**src/rtl/lifo8x8_if.sv**
```systemverilog
// Push/pop handshake bundle for the 8-entry LIFO.
// The stack owns the slave side; its user owns the master side.
interface lifo8x8_if #(
    parameter int WIDTH = 8
);
    logic [WIDTH-1:0] i_data;
    logic             i_push;
    logic             i_pop;
    logic [WIDTH-1:0] o_s0;
    logic [WIDTH-1:0] o_s1;
    logic             o_empty;
    logic             o_full;

    modport master (
        output i_data,
        output i_push,
        output i_pop,
        input  o_s0,
        input  o_s1,
        input  o_empty,
        input  o_full
    );

    modport slave (
        input  i_data,
        input  i_push,
        input  i_pop,
        output o_s0,
        output o_s1,
        output o_empty,
        output o_full
    );
endinterface

```
**src/rtl/lifo8x8.sv**
```systemverilog
// 8-deep push-down stack as a register shift array.
// Top two entries are exposed straight from registers.
module lifo8x8 #(
    parameter int WIDTH = 8
) (
    input  logic     i_clk,
    input  logic     i_rst_n,
    lifo8x8_if.slave bus
);
    localparam int DEPTH = 8;

    // Declaration values match reset so the block runs with i_rst_n tied high
    logic [WIDTH-1:0] r_e [DEPTH] = '{default: '0};
    logic [3:0]       r_cnt       = 4'd0;

    logic w_at_empty;
    logic w_at_full;

    assign w_at_empty = (r_cnt == 4'd0);
    assign w_at_full  = (r_cnt == 4'd8);

    always_ff @(posedge i_clk or negedge i_rst_n) begin
        if (!i_rst_n) begin
            for (int k = 0; k < DEPTH; k++) begin
                r_e[k] <= '0;
            end
            r_cnt <= 4'd0;
        end else begin
            case ({bus.i_push, bus.i_pop})
                2'b10: begin
                    r_e[0] <= bus.i_data;
                    for (int k = 1; k < DEPTH; k++) begin
                        r_e[k] <= r_e[k-1];
                    end
                    if (!w_at_full) begin
                        r_cnt <= r_cnt + 4'd1;
                    end
                end
                2'b01: begin
                    for (int k = 0; k < DEPTH - 1; k++) begin
                        r_e[k] <= r_e[k+1];
                    end
                    r_e[DEPTH-1] <= '0;
                    if (!w_at_empty) begin
                        r_cnt <= r_cnt - 4'd1;
                    end
                end
                2'b11: begin
                    // Replacing the top of an empty stack is a push
                    r_e[0] <= bus.i_data;
                    if (w_at_empty) begin
                        r_cnt <= 4'd1;
                    end
                end
                default: begin
                end
            endcase
        end
    end

    assign bus.o_s0    = r_e[0];
    assign bus.o_s1    = r_e[1];
    assign bus.o_empty = w_at_empty;
    assign bus.o_full  = w_at_full;
endmodule

```
**src/flat_wrapper.sv**
```systemverilog
// flat-port wrapper written by rule: the top's interface ports become plain ports
module lifo8x8_flat 
#(
    parameter int WIDTH = 8
)
  (i_clk, i_rst_n, bus_i_data, bus_i_push, bus_i_pop, bus_o_s0, bus_o_s1, bus_o_empty, bus_o_full);
  lifo8x8_if #(.WIDTH(WIDTH)) bus_i ();
  input  logic i_clk;
  input  logic i_rst_n;
  input wire logic [$bits(bus_i.i_data)-1:0] bus_i_data;
  input wire logic [$bits(bus_i.i_push)-1:0] bus_i_push;
  input wire logic [$bits(bus_i.i_pop)-1:0] bus_i_pop;
  output wire logic [$bits(bus_i.o_s0)-1:0] bus_o_s0;
  output wire logic [$bits(bus_i.o_s1)-1:0] bus_o_s1;
  output wire logic [$bits(bus_i.o_empty)-1:0] bus_o_empty;
  output wire logic [$bits(bus_i.o_full)-1:0] bus_o_full;
  assign bus_i.i_data = bus_i_data;
  assign bus_i.i_push = bus_i_push;
  assign bus_i.i_pop = bus_i_pop;
  assign bus_o_s0 = bus_i.o_s0;
  assign bus_o_s1 = bus_i.o_s1;
  assign bus_o_empty = bus_i.o_empty;
  assign bus_o_full = bus_i.o_full;
  lifo8x8 #(.WIDTH(WIDTH)) u_core (.i_clk(i_clk), .i_rst_n(i_rst_n), .bus(bus_i));
endmodule
```
**config.mk**
```make
export PLATFORM = sky130hd
export DESIGN_NAME = lifo8x8_flat
export DESIGN_NICKNAME = d
export VERILOG_FILES = /design/src/rtl/lifo8x8_if.sv /design/src/rtl/lifo8x8.sv /design/src/flat_wrapper.sv
export SDC_FILE = /design/constraint.sdc
export NUM_CORES = 1
export LEC_CHECK = 0
export CAP_MARGIN = 20
export CELL_PAD_IN_SITES_DETAIL_PLACEMENT = 1
export CELL_PAD_IN_SITES_GLOBAL_PLACEMENT = 2
export CORE_MARGIN = 5
export CORE_UTILIZATION = 37
export DETAILED_ROUTE_END_ITERATION = 10
export HOLD_SLACK_MARGIN = 0.12
export PLACE_DENSITY = 0.86
export SETUP_SLACK_MARGIN = 0.3
export SLEW_MARGIN = 20
export SYNTH_ARGS = -nofsm -noshare
export SYNTH_HDL_FRONTEND = slang
export SYNTH_SLANG_ARGS = --single-unit
```
**constraint.sdc**
```tcl
create_clock -name i_clk -period 1.7 [get_ports i_clk]
set_input_delay 0.17 -clock i_clk [delete_from_list [all_inputs] [get_ports i_clk]]
set_output_delay 0.17 -clock i_clk [all_outputs]
set_load 0.02 [all_outputs]
```
==> metrics.txt <==
worst hold margin=between 0.3 and 0.4 ns; half-perimeter wire length of the detailed placement result=5.01 mm; part of the Yosys area used for sequential elements=49.9%; total power of the final layout=5830 uW; Die X-Extent=106 um; worst-margin pin slew=0.410 ns; metal3 WL=222 um; largest cells by area after synthesis=sky130_fd_sc_hd__dfrtp_1, sky130_fd_sc_hd__mux2i_1, sky130_fd_sc_hd__a21oi_1; number of synthesized register bits=68; number of input and output port buffers inserted=29; unrepaired setup endpoints after global routing=true; CORE AREA=9110 um^2; setup slack of the critical path after layout=~0.12 ns; net count of the finished layout=~390; share of async-settable or async-resettable flops after synthesis=100%; initial core utilization=37.4%; beginning of the critical path=u_core.r_cnt[1]; Cell Area, Placed=about 4000 um^2; data arrival time of the critical path=1.79 ns; number of H-tree levels=3; count of placed standard cells including taps=462; final critical-path required period=1.58 ns; fraction of layout instances using a drive strength above 1=18.5%; CP Max Fanout=3; antenna violation net count after detailed routing=0; Leakage Power=0.00179 uW; Cell Pwr Density=1380 nW/um^2; clock sink total=68; first-pass iteration count of the detailed router=4; post-synthesis instance area=3410 um^2; via count of the first global-routing pass=2,673; most frequently used cell type in the post-synthesis netlist=sky130_fd_sc_hd__dfrtp_1; CTS tree=yes; Std-Cell Rows=35; pre-CTS setup slack=-0.444 ns; cts bufs inserted=9; maximum clock frequency=635 MHz; via density per instance=5.05; wire length of the first global-routing pass=12.7 mm; worst-case headroom to the max-slew limit=72.7%; Synth top cells by count=sky130_fd_sc_hd__dfrtp_1, sky130_fd_sc_hd__mux2i_1, sky130_fd_sc_hd__a21oi_1, sky130_fd_sc_hd__nor2_1, sky130_fd_sc_hd__buf_4; global-route usage over all layers=14.1%; Final Wtd Congestion=0.704; internal reg-to-reg setup slack=0.12 ns; Via Count=2,445; area added between synthesis and finish=23.5%; endpoints failing setup=0; Wirelength per Cell=15.3 um; number of buffers on the longest clock path=2; most used cell along the critical path=sky130_fd_sc_hd__xor2_1; clock root buffer=sky130_fd_sc_hd__clkbuf_8; clock skew after layout=0.00562 ns; standard cell with the maximum stage delay on the critical path=sky130_fd_sc_hd__dfrtp_2; # IOs=30; MaxCap Viol Count=0; non-filler instance count after layout=484; sort of element at the end of the critical path=flop; clock latency on the worst-skew pair=0.33 ns; worst-case vdd ir drop=0.000614 V; Highest Signal Layer=met4; Setup crit start kind=flop; Final period util=roughly 90%; final standard cell area without fillers=4210 um^2; run status=completed; sum of buffers and inverters on the critical path=1; ordered cell list for the critical path=buf_12 > xor2_1 > ha_2 > a21oi_2 > xor2_1 > nor2_1 > mux2_4; fraction of post-synthesis cell area in the top cell type by area=49.9%; Crit path required time=1.92 ns; post-CTS clock slew at the launch and capture registers of the worst setup and hold paths=0.07 ns; ANT cells=0; Worst Setup Path Type=reg -> reg; worst stage delay on the critical path=0.45 ns; nets in the synthesized netlist=353; Syn. warnings=0; maximum number of pins on one net before global-route repair=43; Detail Route met2 WL=3.98 mm; Synth Flop Type=sky130_fd_sc_hd__dfrtp_1; type of the worst min-delay path=in -> async; Mapped Avg Cell Area=10.2 um^2; cell type with the highest aggregate area in the netlist=sky130_fd_sc_hd__dfrtp_1; number of antenna violations at the first check in global routing=0; number of enable flip-flop cells after synthesis=0; number of remaining DRC errors=0; length of routed wiring on met1=3.06 mm; DRT Wirelength=7.40 mm; fillers=997; cell type group with the largest total delay on the critical path=flip-flops; number of endpoints with negative hold slack in the final report=0; Yosys cell types=28; overall die area=approximately 11,000 um^2; worst flop-to-flop path startpoint=u_core.r_cnt[1]; 1st-iter DRT viols=a little over 40; total overflow reported by the global router=0; pins over their slew limit=0; cell count after synthesis=333; vertical die dimension=106 um
worst paths after layout:
| path | endpoint | depth (start not counted) |
|---|---|---|
| max | u_core.r_cnt[2] | 7 |
| min | u_core.r_cnt[3] | 2 |
| max reg2reg | u_core.r_cnt[2] | 7 |
| min reg2reg | u_core.bus.o_s0[3] | 2 |
| max in group asynchronous | u_core.r_e[38] | 3 |
| min in group i_clk | u_core.bus.o_s0[3] | 3 |
timing repair:
item	CTS	global route
hold buffers	1	0
gates cloned	0	0
gates resized for setup	36	2
buffers inserted	5	0
endpoints found under the setup margin	86	7
pin swaps	9	2
hold endpoints to repair	43	0
sequential cells by signal, summed over array words and instances, names as in the netlist:
name	cells
u_core.r_e	48
u_core.bus.o_s0	8
u_core.bus.o_s1	8
u_core.r_cnt	4
metal layers:
| metal | vias to the layer above | global-route usage [%] |
|---|---|---|
| li1 | 1190 | - |
| met1 | 1214 | 15.6 |
| met2 | 31 | 25.6 |
| met3 | 10 | 4.13 |
| met4 | 0 | 4.72 |
| met5 | - | 0 |
per-stage QoR:
stage | TNS [ns] | utilization, %
floorplan | 0 | -
global placement | -7.73 | 43.3
detailed placement | -11.19 | 43.3
CTS | 0 | 46.0
global route | 0 | 46.2
finish | 0 | 46.2
worst reg2reg max path: cells and delay by family, from the launching register on:
| family | cells | cell delay, ns |
|---|---|---|
| and+or+nand+nor | 1 | 0.05 |
| buffers and inverters | 1 | 0.14 |
| muxes | 1 | 0.26 |
| adders and majority gates | 1 | 0.17 |
| xor gates and xnor gates | 2 | 0.29 |
| AOI/OAI and AO/OA | 1 | 0.11 |
| DFF | 1 | 0.45 |
report_power, final:
part,total (uW),internal (uW),switching [uW]
logic,1900,978,919
registers,2670,2170,505
clock network,1260,671,587
final cells by class:
| type | count | area, um^2 | share of cell area (%) |
|---|---|---|---|
| clock inverter | 5 | 52.6 | 1.25 |
| clock buffer | 11 | 131 | 3.12 |
| timing repair buffer | 60 | 598 | 14.2 |
| sequential | 68 | 1710 | 40.5 |
| multi-input combinational | 218 | 1540 | 36.6 |
| inverter | 11 | 41.3 | 0.981 |
| tap | 111 | 139 | 3.30 |
cells by family (layout without fill, tap and decap cells):
logic type	after synthesis	after routing	synth area share, %
simple gates	75	75	10.1
xor+xnor	2	2	0.514
flops	68	68	49.9
fa+ha+maj	8	8	2.94
compound gates	73	73	11.1
buf+inv	47	87	7.38
mux	60	60	18.1
cells in the final DEF (no fill, tap or decap), types with 2 or more instances in the layout:
master / n
sky130_fd_sc_hd__buf_6: 2
sky130_fd_sc_hd__o21ai_1: 8
sky130_fd_sc_hd__buf_12: 8
sky130_fd_sc_hd__a21oi_1: 49
sky130_fd_sc_hd__nand2_1: 8
sky130_fd_sc_hd__a21oi_2: 2
sky130_fd_sc_hd__mux2i_1: 56
sky130_fd_sc_hd__nand3b_1: 8
sky130_fd_sc_hd__buf_2: 2
sky130_fd_sc_hd__clkbuf_8: 9
sky130_fd_sc_hd__clkinv_2: 3
sky130_fd_sc_hd__clkdlybuf4s50_1: 8
sky130_fd_sc_hd__ha_1: 3
sky130_fd_sc_hd__o21ai_0: 10
sky130_fd_sc_hd__ha_4: 4
sky130_fd_sc_hd__inv_1: 10
sky130_fd_sc_hd__xor2_1: 2
sky130_fd_sc_hd__dlygate4sd2_1: 18
sky130_fd_sc_hd__clkbuf_1: 2
sky130_fd_sc_hd__dfrtp_2: 3
sky130_fd_sc_hd__buf_4: 21
sky130_fd_sc_hd__nor2_1: 51
sky130_fd_sc_hd__mux2_4: 3
sky130_fd_sc_hd__dfrtp_1: 65
Note: power is estimated with default switching activity, not from simulation.
